$ cat src/rtl/uart_product_tx.sv
// UART 8N1 transmitter for the multiplier result: sends a sign character, then the
// product high byte and low byte, as three back-to-back frames on one line.
module uart_product_tx #(
    parameter int CLKS_PER_BIT = 5208
) (
    input  logic        clk,
    input  logic        rst_n,
    input  logic        send,
    input  logic [15:0] product,
    input  logic        sign,
    output logic        tx,
    output logic        busy,
    output logic        done
);

    localparam int BW = $clog2(CLKS_PER_BIT);
    localparam logic [BW-1:0] BAUD_LAST = BW'(CLKS_PER_BIT - 1);
    localparam logic [7:0] CHAR_PLUS  = 8'h2B;
    localparam logic [7:0] CHAR_MINUS = 8'h2D;

    typedef enum logic [1:0] {
        IDLE  = 2'd0,
        START = 2'd1,
        DATA  = 2'd2,
        STOP  = 2'd3
    } state_e;

    state_e      state_q, state_d;
    logic [BW-1:0] baud_q, baud_d;
    logic [2:0]  bit_q, bit_d;
    logic [1:0]  byte_q, byte_d;
    logic [7:0]  shift_q, shift_d;
    logic [15:0] prod_q, prod_d;
    logic        sign_q, sign_d;
    logic        tx_q, tx_d;
    logic        busy_q, busy_d;
    logic        done_q, done_d;
    logic        baud_last;

    assign baud_last = (baud_q == BAUD_LAST);

    always_comb begin
        state_d = state_q;
        baud_d  = baud_q;
        bit_d   = bit_q;
        byte_d  = byte_q;
        shift_d = shift_q;
        prod_d  = prod_q;
        sign_d  = sign_q;
        done_d  = 1'b0;

        case (state_q)
            IDLE: begin
                if (send) begin
                    prod_d  = product;
                    sign_d  = sign;
                    shift_d = sign ? CHAR_MINUS : CHAR_PLUS;
                    baud_d  = '0;
                    bit_d   = 3'd0;
                    byte_d  = 2'd0;
                    state_d = START;
                end
            end
            START: begin
                if (baud_last) begin
                    baud_d  = '0;
                    bit_d   = 3'd0;
                    state_d = DATA;
                end else begin
                    baud_d = baud_q + 1'b1;
                end
            end
            DATA: begin
                if (baud_last) begin
                    baud_d  = '0;
                    shift_d = {1'b0, shift_q[7:1]};
                    if (bit_q == 3'd7) begin
                        state_d = STOP;
                    end else begin
                        bit_d = bit_q + 3'd1;
                    end
                end else begin
                    baud_d = baud_q + 1'b1;
                end
            end
            STOP: begin
                if (baud_last) begin
                    baud_d = '0;
                    if (byte_q < 2'd2) begin
                        // Next byte goes straight into a start bit: no idle gap between frames.
                        byte_d  = byte_q + 2'd1;
                        shift_d = (byte_q == 2'd0) ? prod_q[15:8] : prod_q[7:0];
                        state_d = START;
                    end else begin
                        byte_d  = 2'd0;
                        done_d  = 1'b1;
                        state_d = IDLE;
                    end
                end else begin
                    baud_d = baud_q + 1'b1;
                end
            end
            default: state_d = IDLE;
        endcase

        // Line and busy are registered from the next state so they change exactly at the edge.
        busy_d = (state_d != IDLE);
        tx_d   = 1'b1;
        case (state_d)
            START:   tx_d = 1'b0;
            DATA:    tx_d = shift_d[0];
            default: tx_d = 1'b1;
        endcase
    end

    always_ff @(posedge clk) begin
        if (!rst_n) begin
            state_q <= IDLE;
            baud_q  <= '0;
            bit_q   <= 3'd0;
            byte_q  <= 2'd0;
            shift_q <= 8'd0;
            prod_q  <= 16'd0;
            sign_q  <= 1'b0;
            tx_q    <= 1'b1;
            busy_q  <= 1'b0;
            done_q  <= 1'b0;
        end else begin
            state_q <= state_d;
            baud_q  <= baud_d;
            bit_q   <= bit_d;
            byte_q  <= byte_d;
            shift_q <= shift_d;
            prod_q  <= prod_d;
            sign_q  <= sign_d;
            tx_q    <= tx_d;
            busy_q  <= busy_d;
            done_q  <= done_d;
        end
    end

    assign tx   = tx_q;
    assign busy = busy_q;
    assign done = done_q;

endmodule

$ cat config.mk
export PLATFORM = sky130hd
export DESIGN_NAME = uart_product_tx
export DESIGN_NICKNAME = d
export VERILOG_FILES = /design/src/rtl/uart_product_tx.sv
export SDC_FILE = /design/constraint.sdc
export NUM_CORES = 1
export LEC_CHECK = 0
export BUFFER_PORTS_ARGS = -buffer_cell sky130_fd_sc_hd__buf_2
export CAP_MARGIN = 20
export CELL_PAD_IN_SITES_DETAIL_PLACEMENT = 0
export CELL_PAD_IN_SITES_GLOBAL_PLACEMENT = 1
export CORE_AREA = 2 2 65 113
export CTS_CLUSTER_SIZE = 10
export DETAILED_ROUTE_END_ITERATION = 10
export DIE_AREA = 0 0 67 115
export GPL_ROUTABILITY_DRIVEN = 1
export PLACE_DENSITY = 0.69
export REMOVE_ABC_BUFFERS = 1
export SKIP_CTS_REPAIR_TIMING = 1
export SYNTH_ARGS = -nofsm -noshare
export SYNTH_HDL_FRONTEND = slang
export SYNTH_SLANG_ARGS = --single-unit
$ cat constraint.sdc
create_clock -name clk -period 4.4 [get_ports clk]
set_clock_uncertainty 0.05 [all_clocks]
set_input_delay 0.88 -clock clk [delete_from_list [all_inputs] [get_ports clk]]
set_output_delay 0.88 -clock clk [all_outputs]
set_load 0.01 [all_outputs]
Yosys cells after proc, flatten, opt, wreduce, memory -nomap -nowiden --
Cells that the tools add are included.
Cells by class: muxes and demuxes 28, reduce and logical (&&, ||, !) cells 12, $add $sub $neg 3, magnitude comparators 1, equality and inequality tests 13
Operators with widths (number):
- $mux W8 | 5
- $mux W13 | 2
- $pmux W13 S2 | 1
- $pmux W8 S3 | 1
- $mux W2 | 8
- $mux W3 | 5
- $add A13 B1 Y13 const B | 1
- $eq A13 B13 Y1 const B | 1
- $ne A2 B2 Y1 const B | 6
- $reduce_and A5 Y1 | 2
- $pmux W3 S3 | 1
- $pmux W2 S4 | 1
- $eq A2 B2 Y1 const B | 3
- $reduce_and A3 Y1 | 2
- $reduce_bool A3 Y1 | 2
- $eq A2 B1 Y1 const B | 2
- $logic_not A2 Y1 | 2
- $pmux W2 S2 | 1
- $reduce_bool A2 Y1 | 2
- $add A3 B1 Y3 const B | 1
- $eq A3 B3 Y1 const B | 1
- $reduce_or A3 Y1 | 1
- $add A2 B1 Y2 const B | 1
- $lt A2 B2 Y1 const B | 1
- other kinds (3) | 4
Storage, ports and cells: bits in registers 47, input bits 20, output and inout bits 3, word-level logic and storage cells 67

Longest topological paths before layout --
word-level depth 6, mapped depth 8, depth with buffers taken out 7

Worst setup path before layout --
Ideal clock, no wire load.
kind in2reg, from input send, to register shift_q[1], stages 4, required time 4.222 ns, path buffers 0, setup time 0.128 ns, data arrival time 1.788 ns, setup slack 2.434 ns, path through nor3b_2 -> a21oi_1 -> a221oi_1 -> nor2_1
Between the ends: longest elaborated chain between the ends 2
RTL lines:
- start: declaration | RTL line 8 | input logic send,
- $ne A2 B2 Y1 (no source line)
- $reduce_and A5 Y1 (no source line)
- end signal: assignment | RTL line 133 | shift_q <= shift_d;
- end: declaration | RTL line 32 | logic [7:0] shift_q, shift_d;
No other way between the ends. A chain may end at the register's enable or synchronous reset.

Worst setup path in the final report --
from register baud_q[0], to register baud_q[12]
Between the ends: longest elaborated chain between the ends 3, elaborated cells between the ends (all ways) 4, those cells by class add/sub: 1; eq/ne: 1; mux: 2
RTL lines:
- start: declaration | RTL line 29 | logic [BW-1:0] baud_q, baud_d;
- start signal: assignment | RTL line 130 | baud_q <= baud_d;
- $add A13 B1 Y13 or $eq A13 B13 Y1 (tied branches)
- $mux W13 * | RTL line 65, 74, 87
- $pmux W13 S2 * | RTL line 52 | case (state_q)
Mark *: on every way between the ends. The rest lies on a longest branch, timed or not.

==> metrics <==
outcome=finished clean; Vias per Instance=5.30; setup TNS=0 ns; Setup crit end kind=flop; CTS H-tree lvls=2; DP Area=2370 um^2; critical path arrival=2.54 ns; Die X=67 um; combinational group share of total power=0.090; Sequential Power Share=0.489; Lkg Pwr=0.918 nW; Routed Antenna Nets=0; Synth area leader=dfxtp_1; Seq cells post-synth=47; share of cells above drive strength 1=0.174; Avg WL per Cell=14.6 um; Synth Instances=265; Internal=0.687 mW; number of max-cap violations=0; IR drop worst, VDD=290 uV; Post-route DRC=0; wirelength, routed=5340 um; Fin. Hold Viols=0; core area=6810 um^2; cell area after synthesis=2230 um^2; critical path, cell by cell=ha_1 -> and4_1 -> a31oi_1 -> a41oi_1 -> a311oi_1; Fin Hold WS=0.405 ns; GRT Overall Usage=0.154; hold path endpoint=prod_q[4]; Critical R2R Capture=baud_q[12]; ANT cells=0; Sink Count=47; DIE HEIGHT=115 um; relative slew slack=0.293; Initial Util=0.328; clock buffer depth=2; fin util=0.371; Hold Path Origin=prod_q[4]; DPL Wire Length=3680 um; Final Instance Area=2520 um^2; R2R Setup Slk=2.01 ns; Final period util=0.544; FILL cells=784; largest cells by area after synthesis=dfxtp_1 42%, a21oi_1 7.8%, nand2_1 7.6%, mux2_2 3.5%, nand3_1 2.9%; grt total ovfl=0; RSZ-0062 raised after global routing=no; Power Density=367 nW/um^2; num ports=23; sequential share of the synthesized area=0.421; Worst path max stage delay=0.79 ns; number of global-route vias before repair=1807; CP max stage cell=a31oi_1; clock share of power=0.421; die area=7710 um^2; TritonCTS clock tree=yes; Sw Share=0.257; Worst Hold Class=flop to flop; first-pass GRT wire length=8910 um; count of pins over their slew limit=0; CP Data Required Time=4.55 ns; Yosys Warn Count=0; Iter 0 DRT Violations=107; DP Worst Slack=2.04 ns; Setup crit start kind=flop; WS Path Type=flop to flop; largest net degree at the start of global routing=46; hold path cells=2; CTS Buf Count=5; Post-synth EDFFs=0; Site Rows=40; antenna violations before repair=0; Layout area overhead=12.9%; final worst setup slack=2.01 ns; worst reg2reg path startpoint=baud_q[0]; Avg Cell Area, Syn=8.43 um^2; Top FF cell, synth=dfxtp_1; area fraction of the dominant cell type after synthesis=0.421; Final Critical Period=2.39 ns; CP max FO=13; most repeated cell in the gate-level netlist after synthesis=dfxtp_1; Port Buffers=22; root buffer cell=clkbuf_16; worst-skew pair later-pin latency=0.30 ns; Post-synth ARST share=0; Post-synth top cells=47 x dfxtp_1, 45 x nand2_1, 35 x a21oi_1; DR vias=1934; gpl congestion=0.786; Achievable Freq=418 MHz; switching power=0.238 mW; DRT Pass-1 Iters=4; distinct cell type count of the synthesized netlist=48; # setup viols final=0; Reg clk slew, reported paths=0.07 ns; Slew @ Worst Pin=1.06 ns; nets=303; Worst R2R Path Depth=5
[sequential cells by signal (all words and copies together), names as in the netlist]
signal	flops
prod_q	16
state_q	2
shift_q	8
bit_q	3
baud_q	13
tx	1
byte_q	2
done	1
busy	1
[how the worst max path moves through the flow]
stage | startpoint | slack, ns | to | cells past startpoint
global placement | baud_q[0] | 2.11 | baud_q[9] | 5
global route | baud_q[0] | 1.77 | baud_q[12] | 5
detailed placement | baud_q[0] | 2.04 | baud_q[12] | 5
floorplan | send | 2.11 | shift_q[1] | 4
CTS | baud_q[0] | 2.03 | baud_q[12] | 5
finish | baud_q[0] | 2.01 | baud_q[12] | 5
[routing by layer]
metal | vias to the layer above | global-route usage | wire length, um | share of wire
met3 | 9 | 0.0342 | 157 | 0.029
met5 | - | 0 | 0 | 0
met1 | 897 | 0.167 | 2160 | 0.40
met4 | 0 | 0.0816 | 143 | 0.027
met2 | 38 | 0.269 | 2880 | 0.54
li1 | 990 | - | - | -
[layout by cell type, fill, tap and decap left out, types with 2 or more instances in the layout]
cell type,n
and2_1,2
and4_1,2
or3_1,3
inv_1,6
a31o_2,2
nor3_1,5
a211oi_1,3
nor2_1,17
a31oi_1,6
nand2_1,45
a21o_1,2
o22ai_1,2
nor3b_1,2
nand4_1,7
nor2b_1,2
clkinv_4,2
mux2_2,7
and3_1,2
a21oi_1,35
clkbuf_16,5
buf_2,22
a221oi_1,4
nor4b_4,2
o21ai_0,5
a22oi_1,4
dfxtp_1,47
a311oi_1,4
ha_1,3
nand3_1,13
[logic make-up (layout without fill, tap and decap cells)]
family,Yosys count,count (layout),share of synthesized area
xor gates and xnor gates,1,1,0.00392
and+or+nand+nor,111,111,0.262
muxes,8,8,0.0398
adders and majority gates,3,3,0.0168
buffers and inverters,22,38,0.0493
AOI/OAI and AO/OA,73,73,0.207
DFF,47,47,0.421
[final cells by class]
cell class              instances  area, um^2  area share
flip-flops and latches         47         941       0.373
repair buffers                 23         118      0.0466
clock inverters                 3        25.0     0.00992
inverters                       7        26.3      0.0104
clock buffers                   5         125      0.0496
well taps                      84         105      0.0417
multi-input cells             196        1180       0.469
[power groups by stage]
stage / logic [mW] / clock network, mW / registers, mW
floorplan: 0.0543 / 0 / 0.460
global placement: 0.0836 / 0 / 0.461
detailed placement: 0.0837 / 0 / 0.462
CTS: 0.0842 / 0.398 / 0.452
global route: 0.0940 / 0.417 / 0.454
finish: 0.0830 / 0.390 / 0.452
[stage by stage]
stage,instances,power (mW)
6_report,365,0.925
3_5_place_dp,357,0.546
4_1_cts,365,0.934
2_1_floorplan,250,0.514
5_1_grt,365,0.965
3_3_place_gp,357,0.545
[worst max-delay path: cells and delay by family, from the launching register on]
family,cells,cell delay (ns)
AO/OA/AOI/OAI,3,1.31
adder cells (fa/ha/maj),1,0.27
AND/OR/NAND/NOR,1,0.33
flip-flops,1,0.34
Power figures use the tool's default switching activity.
